[config.mk]
export PLATFORM = sky130hd
export DESIGN_NAME = traffic_phase_ctrl
export DESIGN_NICKNAME = d
export VERILOG_FILES = /design/src/rtl/traffic_pkg.sv /design/src/rtl/tl_lamp_decode.sv /design/src/rtl/traffic_phase_ctrl.sv
export SDC_FILE = /design/constraint.sdc
export NUM_CORES = 1
export LEC_CHECK = 0
export BUFFER_PORTS_ARGS = -buffer_cell sky130_fd_sc_hd__buf_2
export CORE_MARGIN = 2
export CORE_UTILIZATION = 30
export CTS_BUF_LIST = sky130_fd_sc_hd__clkbuf_16
export DETAILED_ROUTE_END_ITERATION = 10
export GPL_TIMING_DRIVEN = 0
export PLACE_DENSITY_LB_ADDON = 0.05
export RECOVER_POWER = 100
export SLEW_MARGIN = 10
export SYNTH_ARGS = -nofsm -noshare
export SYNTH_HDL_FRONTEND = slang
export SYNTH_HIERARCHICAL = 1
export SYNTH_SLANG_ARGS = --single-unit
[constraint.sdc]
create_clock -name clk -period 1.6 [get_ports clk]
set_input_delay 0.16 -clock clk [delete_from_list [all_inputs] [get_ports clk]]
set_output_delay 0.16 -clock clk [all_outputs]
set_load 0.01 [all_outputs]
[src/rtl/traffic_pkg.sv]
// rtl/traffic_pkg.sv - state codes, lamp encodings and phase ring order for traffic_phase_ctrl
package traffic_pkg;

   // Fixed state codes; phase reports these values directly
   typedef enum logic [2:0] {
      RST_RED = 3'd0,
      ALL_RED = 3'd1,
      NS_G    = 3'd2,
      NS_Y    = 3'd3,
      NS_AR   = 3'd4,
      EW_G    = 3'd5,
      EW_Y    = 3'd6,
      EW_AR   = 3'd7
   } state_t;

   // Lamp group encoding {red, yellow, green}, always one-hot
   localparam logic [2:0] LAMP_R = 3'b100;
   localparam logic [2:0] LAMP_Y = 3'b010;
   localparam logic [2:0] LAMP_G = 3'b001;

   // Successor of a state on the green-yellow-all-red ring
   function automatic state_t ring_next(input state_t cur);
      case (cur)
         RST_RED: ring_next = ALL_RED;
         ALL_RED: ring_next = NS_G;
         NS_G:    ring_next = NS_Y;
         NS_Y:    ring_next = NS_AR;
         NS_AR:   ring_next = EW_G;
         EW_G:    ring_next = EW_Y;
         EW_Y:    ring_next = EW_AR;
         EW_AR:   ring_next = NS_G;
         default: ring_next = ALL_RED;
      endcase
   endfunction

endpackage

[src/rtl/tl_lamp_decode.sv]
// rtl/tl_lamp_decode.sv - combinational state to NS/EW lamp decode
module tl_lamp_decode
   import traffic_pkg::*;
(
   input  state_t     state,
   output logic [2:0] ns,
   output logic [2:0] ew
);

   // Both roads red unless the state grants one road green or yellow
   always_comb begin
      ns = LAMP_R;
      ew = LAMP_R;
      case (state)
         NS_G:    ns = LAMP_G;
         NS_Y:    ns = LAMP_Y;
         EW_G:    ew = LAMP_G;
         EW_Y:    ew = LAMP_Y;
         default: ;
      endcase
   end

endmodule

[src/rtl/traffic_phase_ctrl.sv]
// rtl/traffic_phase_ctrl.sv - intersection phase sequencer; TRAFFIC_PED_REQ_EN adds the pedestrian walk path
module traffic_phase_ctrl
   import traffic_pkg::*;
#(
   parameter int W        = 6,
   parameter int G_NS     = 30,
   parameter int G_EW     = 30,
   parameter int Y_TIME   = 3,
   parameter int AR_TIME  = 2,
   parameter int PED_WALK = 8
) (
   input  logic         clk,
   input  logic         reset,
   input  logic         timer_done,
   input  logic         ped_req,
   output logic         timer_load,
   output logic [W-1:0] timer_len,
   output logic [2:0]   ns_lamp,
   output logic [2:0]   ew_lamp,
   output logic [2:0]   phase,
   output logic         ped_walk
);

   localparam logic [W-1:0] LEN_G_NS = W'(G_NS);
   localparam logic [W-1:0] LEN_G_EW = W'(G_EW);
   localparam logic [W-1:0] LEN_Y    = W'(Y_TIME);
   localparam logic [W-1:0] LEN_AR   = W'(AR_TIME);
   localparam logic [W-1:0] LEN_PED  = W'(PED_WALK);

   state_t       state;
   state_t       state_nxt;
   logic         enter;
   logic         clearance;
   logic         serve;
   logic [W-1:0] len_nxt;
   logic [2:0]   ns_dec;
   logic [2:0]   ew_dec;

   // Advance the ring; an expiry coincident with a load belongs to the previous phase
   always_comb begin
      state_nxt = state;
      if (state == RST_RED) begin
         state_nxt = ALL_RED;
      end else if (timer_done && !timer_load) begin
         state_nxt = ring_next(state);
      end
   end

   // The ring has no self-loops, so any change of state is an entry
   assign enter     = (state_nxt != state);
   assign clearance = (state_nxt == NS_AR) || (state_nxt == EW_AR);

   // Duration for the state being entered
   always_comb begin
      len_nxt = LEN_AR;
      case (state_nxt)
         NS_G:    len_nxt = LEN_G_NS;
         EW_G:    len_nxt = LEN_G_EW;
         NS_Y:    len_nxt = LEN_Y;
         EW_Y:    len_nxt = LEN_Y;
         default: len_nxt = serve ? LEN_PED : LEN_AR;
      endcase
   end

   // Lamps are decoded from the next state so they change together with phase
   tl_lamp_decode u_lamp_decode (
      .state (state_nxt),
      .ns    (ns_dec),
      .ew    (ew_dec)
   );

   // Main sequencer: state plus all registered status/timer outputs
   always_ff @(posedge clk or posedge reset) begin
      if (reset) begin
         state      <= RST_RED;
         phase      <= RST_RED;
         timer_load <= 1'b0;
         timer_len  <= '0;
         ns_lamp    <= LAMP_R;
         ew_lamp    <= LAMP_R;
      end else begin
         state      <= state_nxt;
         phase      <= state_nxt;
         timer_load <= enter;
         ns_lamp    <= ns_dec;
         ew_lamp    <= ew_dec;
         if (enter) begin
            timer_len <= len_nxt;
         end
      end
   end

`ifdef TRAFFIC_PED_REQ_EN
   logic ped_pend;

   assign serve = enter && clearance && ped_pend;

   // Pending request latch; a request arriving as it is served re-arms it
   always_ff @(posedge clk or posedge reset) begin
      if (reset) begin
         ped_pend <= 1'b0;
      end else if (serve) begin
         ped_pend <= ped_req;
      end else if (ped_req) begin
         ped_pend <= 1'b1;
      end
   end

   // Walk lamp lit for the whole clearance in which a request is served
   always_ff @(posedge clk or posedge reset) begin
      if (reset) begin
         ped_walk <= 1'b0;
      end else if (enter) begin
         ped_walk <= serve;
      end
   end
`else
   logic ped_unused;

   assign serve      = 1'b0;
   assign ped_walk   = 1'b0;
   assign ped_unused = ped_req | clearance;
`endif

endmodule
==> results.md <==
* Most used flip-flop cell after synthesis: dfrtp_1
* Count of endpoints failing hold in the final timing report at 0
* Required time reported for the critical path endpoint at roughly 1.8 ns
* Worst setup slack for register-to-register paths at -0.02 ns
* Cell accounting for the most synthesized area: dfrtp_1
* Count of standard-cell rows at 16
* Overflow after GRT at 0
* Worst Hold Slack at roughly 0.46 ns
* Post-synthesis to final-layout area growth at 54.0%
* Global-route wire length before repair at about 2000 microns
* Count leader, synth: dfrtp_1
* Clock tree from TritonCTS: done
* Endpoint type of the worst setup path: register
* TNS Setup at -0.0207 ns
* Routability Congestion at about 0.61
* Area fraction in compound gates after synthesis at under 10%
* Antenna violation net count after detailed routing at 0
* Data arrival time of the critical path at approximately 1.8 ns
* Seq cells post-synth at 13
* Floorplan die area at 0.00246 sq mm
* Final Critical Period at ~1.6 ns
* Final Instance Count excl. Fillers at approximately 120
* Worst setup SP type: register
* Largest voltage drop on the vdd net at about 0.0011 V
* Diode count at 0
* Kind of path behind the tightest hold check: in -> reg
* Via count normalized by instance count at a little over 4
* Count of routing violations after the opening detailed-route iteration at 5
* Total wire length after detailed routing at 1240 microns
* Final net count at 97
* Synth Area in Adders at about 8.0%
* Basic-gate share of the synthesized area counting and, or, nand and nor cells at about 15%
* Inserted Clock Buffers at 3
* Cell leakage power at between 0.4 and 0.5 nW
* Worst-Skew Late Latency at between 0.2 and 0.25 ns
* Largest family of logic cells by synthesized area: simple AND/OR/NAND/NOR gates
* Power Total at about 2.3 mW
* Start point of the worst min-delay path: timer_done
* Hold path cells at 4
* H-tree lvl count at 1
* Worst path bufs/invs at 1
* Sinks on Clock Net at 13
* Ordered cell list for the critical path: inv_4 -> ha_4 -> nor2_2 -> a211oi_4 -> or3b_1 -> a31oi_1
* Placed cell count at between 100 and 150
* Fin Clk Skew at ~0.0004 ns
* Max-cap check violation count at 0
* Number of iterations in the first detailed-routing pass at 2
* Post-synthesis xor/xnor area fraction at under 10%
* Fill cell total of the finished layout at just over 200
* Class of the most critical setup path: reg -> reg
* Initial core utilization at a little under a third
* Via count at roughly 480
* Sequential cell area at around 330 sq um
* Leading cell types by total area after synthesis: dfrtp_1, dfstp_2, ha_1
* Ratio of final minimum period to clock period at 101%
* Die span in x at 49.6 microns
* Logic depth of the worst register-to-register path at 6
* Max-slew violations at 0
* Largest delay share family, worst path: flip-flops
* Longest Clk Path Bufs at 2
* # IOs at 21
* Number of synthesis warnings at 6
* Share of cells above drive strength 1 at around 51%
* Leading cell types by count after synthesis: dfrtp_1, inv_1, nor2_1
* Mean routed wirelength per cell at between 10 and 15 microns
* Part of the total power dissipated in sequential elements at about a quarter
* Final setup violation count at 1
* Post-synthesis cell area at between 600 and 700 sq um
* Endpoint of the most critical register-to-register path: timer_len[3]
* Synth cell types at 24
* Mean area per synthesized cell at about 11 sq um
* Antenna violations before repair at 0
* Failing checks: setup timing
* Crit path setup slack, layout at -0.0207 ns
* Pin count of the biggest net entering global routing at 14
* Status: complete, but fails checks
* Top fanout value on the critical path at 5
* Area of the multi-input gates at between 200 and 300 sq um
* Synthesized instance count at between 50 and 60
* Switching component of the power at approximately 0.87 mW
* Via count of the first global-routing pass at around 450
* Net Sw Frac at a little under two fifths
* Share of synthesized area spent on multiplexers at 1.61%
* EDFF count, synth at 0
* Core region area at approximately 0.002 sq mm
* Internal power of the cells at between 1 and 1.5 mW
* All-Layer GR Usage at between 10% and 20%
* Start of the worst register-to-register path: state[1]
* Unrepaired setup endpoints after global routing: true
* Die span in y at a little under 50 microns
* Total half-perimeter wirelength after legalization and detailed placement at about 760 microns
* Cell type of the slowest stage on the worst timing path: dfrtp_2
* Fraction of registers with async set/reset at 100%
* Area share of the largest cell type after synthesis at between 40% and 50%
* Total power per unit cell area at 2370 mW/mm^2
* Share of synthesized area occupied by flip-flops and latches at ~53%
* Register clock-pin slew on the reported worst setup and hold paths at 0.04 ns
* Fraction of power consumed by combinational cells at a little over half
* F_max at about 600 MHz
* Root cell of the clock tree: clkbuf_16
* Port Buffer Count at 17
* Longest individual stage delay on the worst path at ~0.42 ns
* DRC violation count after routing at 0
* Clk network pwr share at about a fifth
* Destination of the worst hold path: state[2]
-- area by class of cell --
cell class,count,area share (%)
clock buffers,3,7.82
repair buffers,27,15.9
well taps,27,3.52
plain buffers,5,4.30
inverters,6,2.61
flip-flops and latches,13,34.4
clock inverters,1,0.391
multi-input cells,33,31.0
-- tightest hold or removal path, stage by stage --
cell and delay [ns]:
buf_2 0.07, nor2b_4 0.13, buf_6 0.14, a31oi_4 0.13
-- kinds of logic (layout without fill, tap and decap cells) --
group / after synthesis / count (layout)
mux: 1 / 1
other cells: 1 / 2
xor+xnor: 3 / 3
fa+ha+maj: 4 / 4
simple gates: 16 / 16
flops: 13 / 13
compound gates: 7 / 7
buf+inv: 11 / 42
-- power groups by stage --
stage	clock network [mW]	registers [mW]	logic, mW
finish	0.457	0.609	1.21
global route	0.484	0.633	1.33
global placement	0	0.598	0.917
floorplan	0	0.651	0.601
CTS	0.467	0.601	1.14
detailed placement	0	0.602	0.911
-- metal layers --
| layer | part of all wire [%] | GRT usage (%) | up-vias |
|---|---|---|---|
| met3 | 5.3 | 5.45 | 0 |
| met4 | 0 | 1.39 | 0 |
| li1 | - | - | 238 |
| met2 | 52 | 18.9 | 12 |
| met5 | 0 | 0 | - |
| met1 | 43 | 12.5 | 227 |
-- state kept, by name, indices dropped and copies added (netlist names) --
| name | count |
|---|---|
| ew_lamp | 3 |
| state | 3 |
| timer_load | 1 |
| ns_lamp | 3 |
| timer_len | 3 |
-- metrics by stage --
step           util, %  instance area, sq um  worst slack (ns)
6_report          48.9                   960           -0.0207
3_3_place_gp      39.0                   764            -0.330
2_1_floorplan        -                   646           -0.0932
5_1_grt           48.9                   960            -0.131
4_1_cts           47.8                   937           -0.0261
3_5_place_dp      39.0                   764            -0.316
-- worst max path at each step --
stage               startpoint            to  slack [ns]  depth (start not counted)
detailed placement    state[0]    ew_lamp[1]       -0.32                          6
global route          state[1]  timer_len[3]       -0.13                          8
finish                state[1]  timer_len[3]       -0.02                          6
CTS                   state[1]  timer_len[3]       -0.03                          7
floorplan             state[0]  timer_len[3]       -0.09                          6
global placement      state[0]    ew_lamp[1]       -0.33                          6
-- placed cells by master, fill, tap and decap left out, types with 2 or more instances in the layout --
cell       netlist  final
ha_1             4      2
xnor2_1          2      2
inv_2            0      2
inv_1            6      4
clkbuf_16        0      3
dfstp_2          2      2
clkbuf_1         0      8
buf_4            4     13
buf_2            0      9
dfrtp_2          0      2
dfrtp_1         11      9
nand2_1          3      3
a31oi_2          0      2
nor2_1           5      4
conb_1           1      2
-- repair_timing --
| item | in CTS | in global routing |
|---|---|---|
| hold buffers | 1 | 0 |
| setup buffers | 7 | 2 |
| resized for setup | 8 | 3 |
| pin swaps | 5 | 1 |
| hold endpoints to repair | 11 | 0 |
| endpoints found under the setup margin | 10 | 8 |
Note: power is estimated with default switching activity, not from simulation.
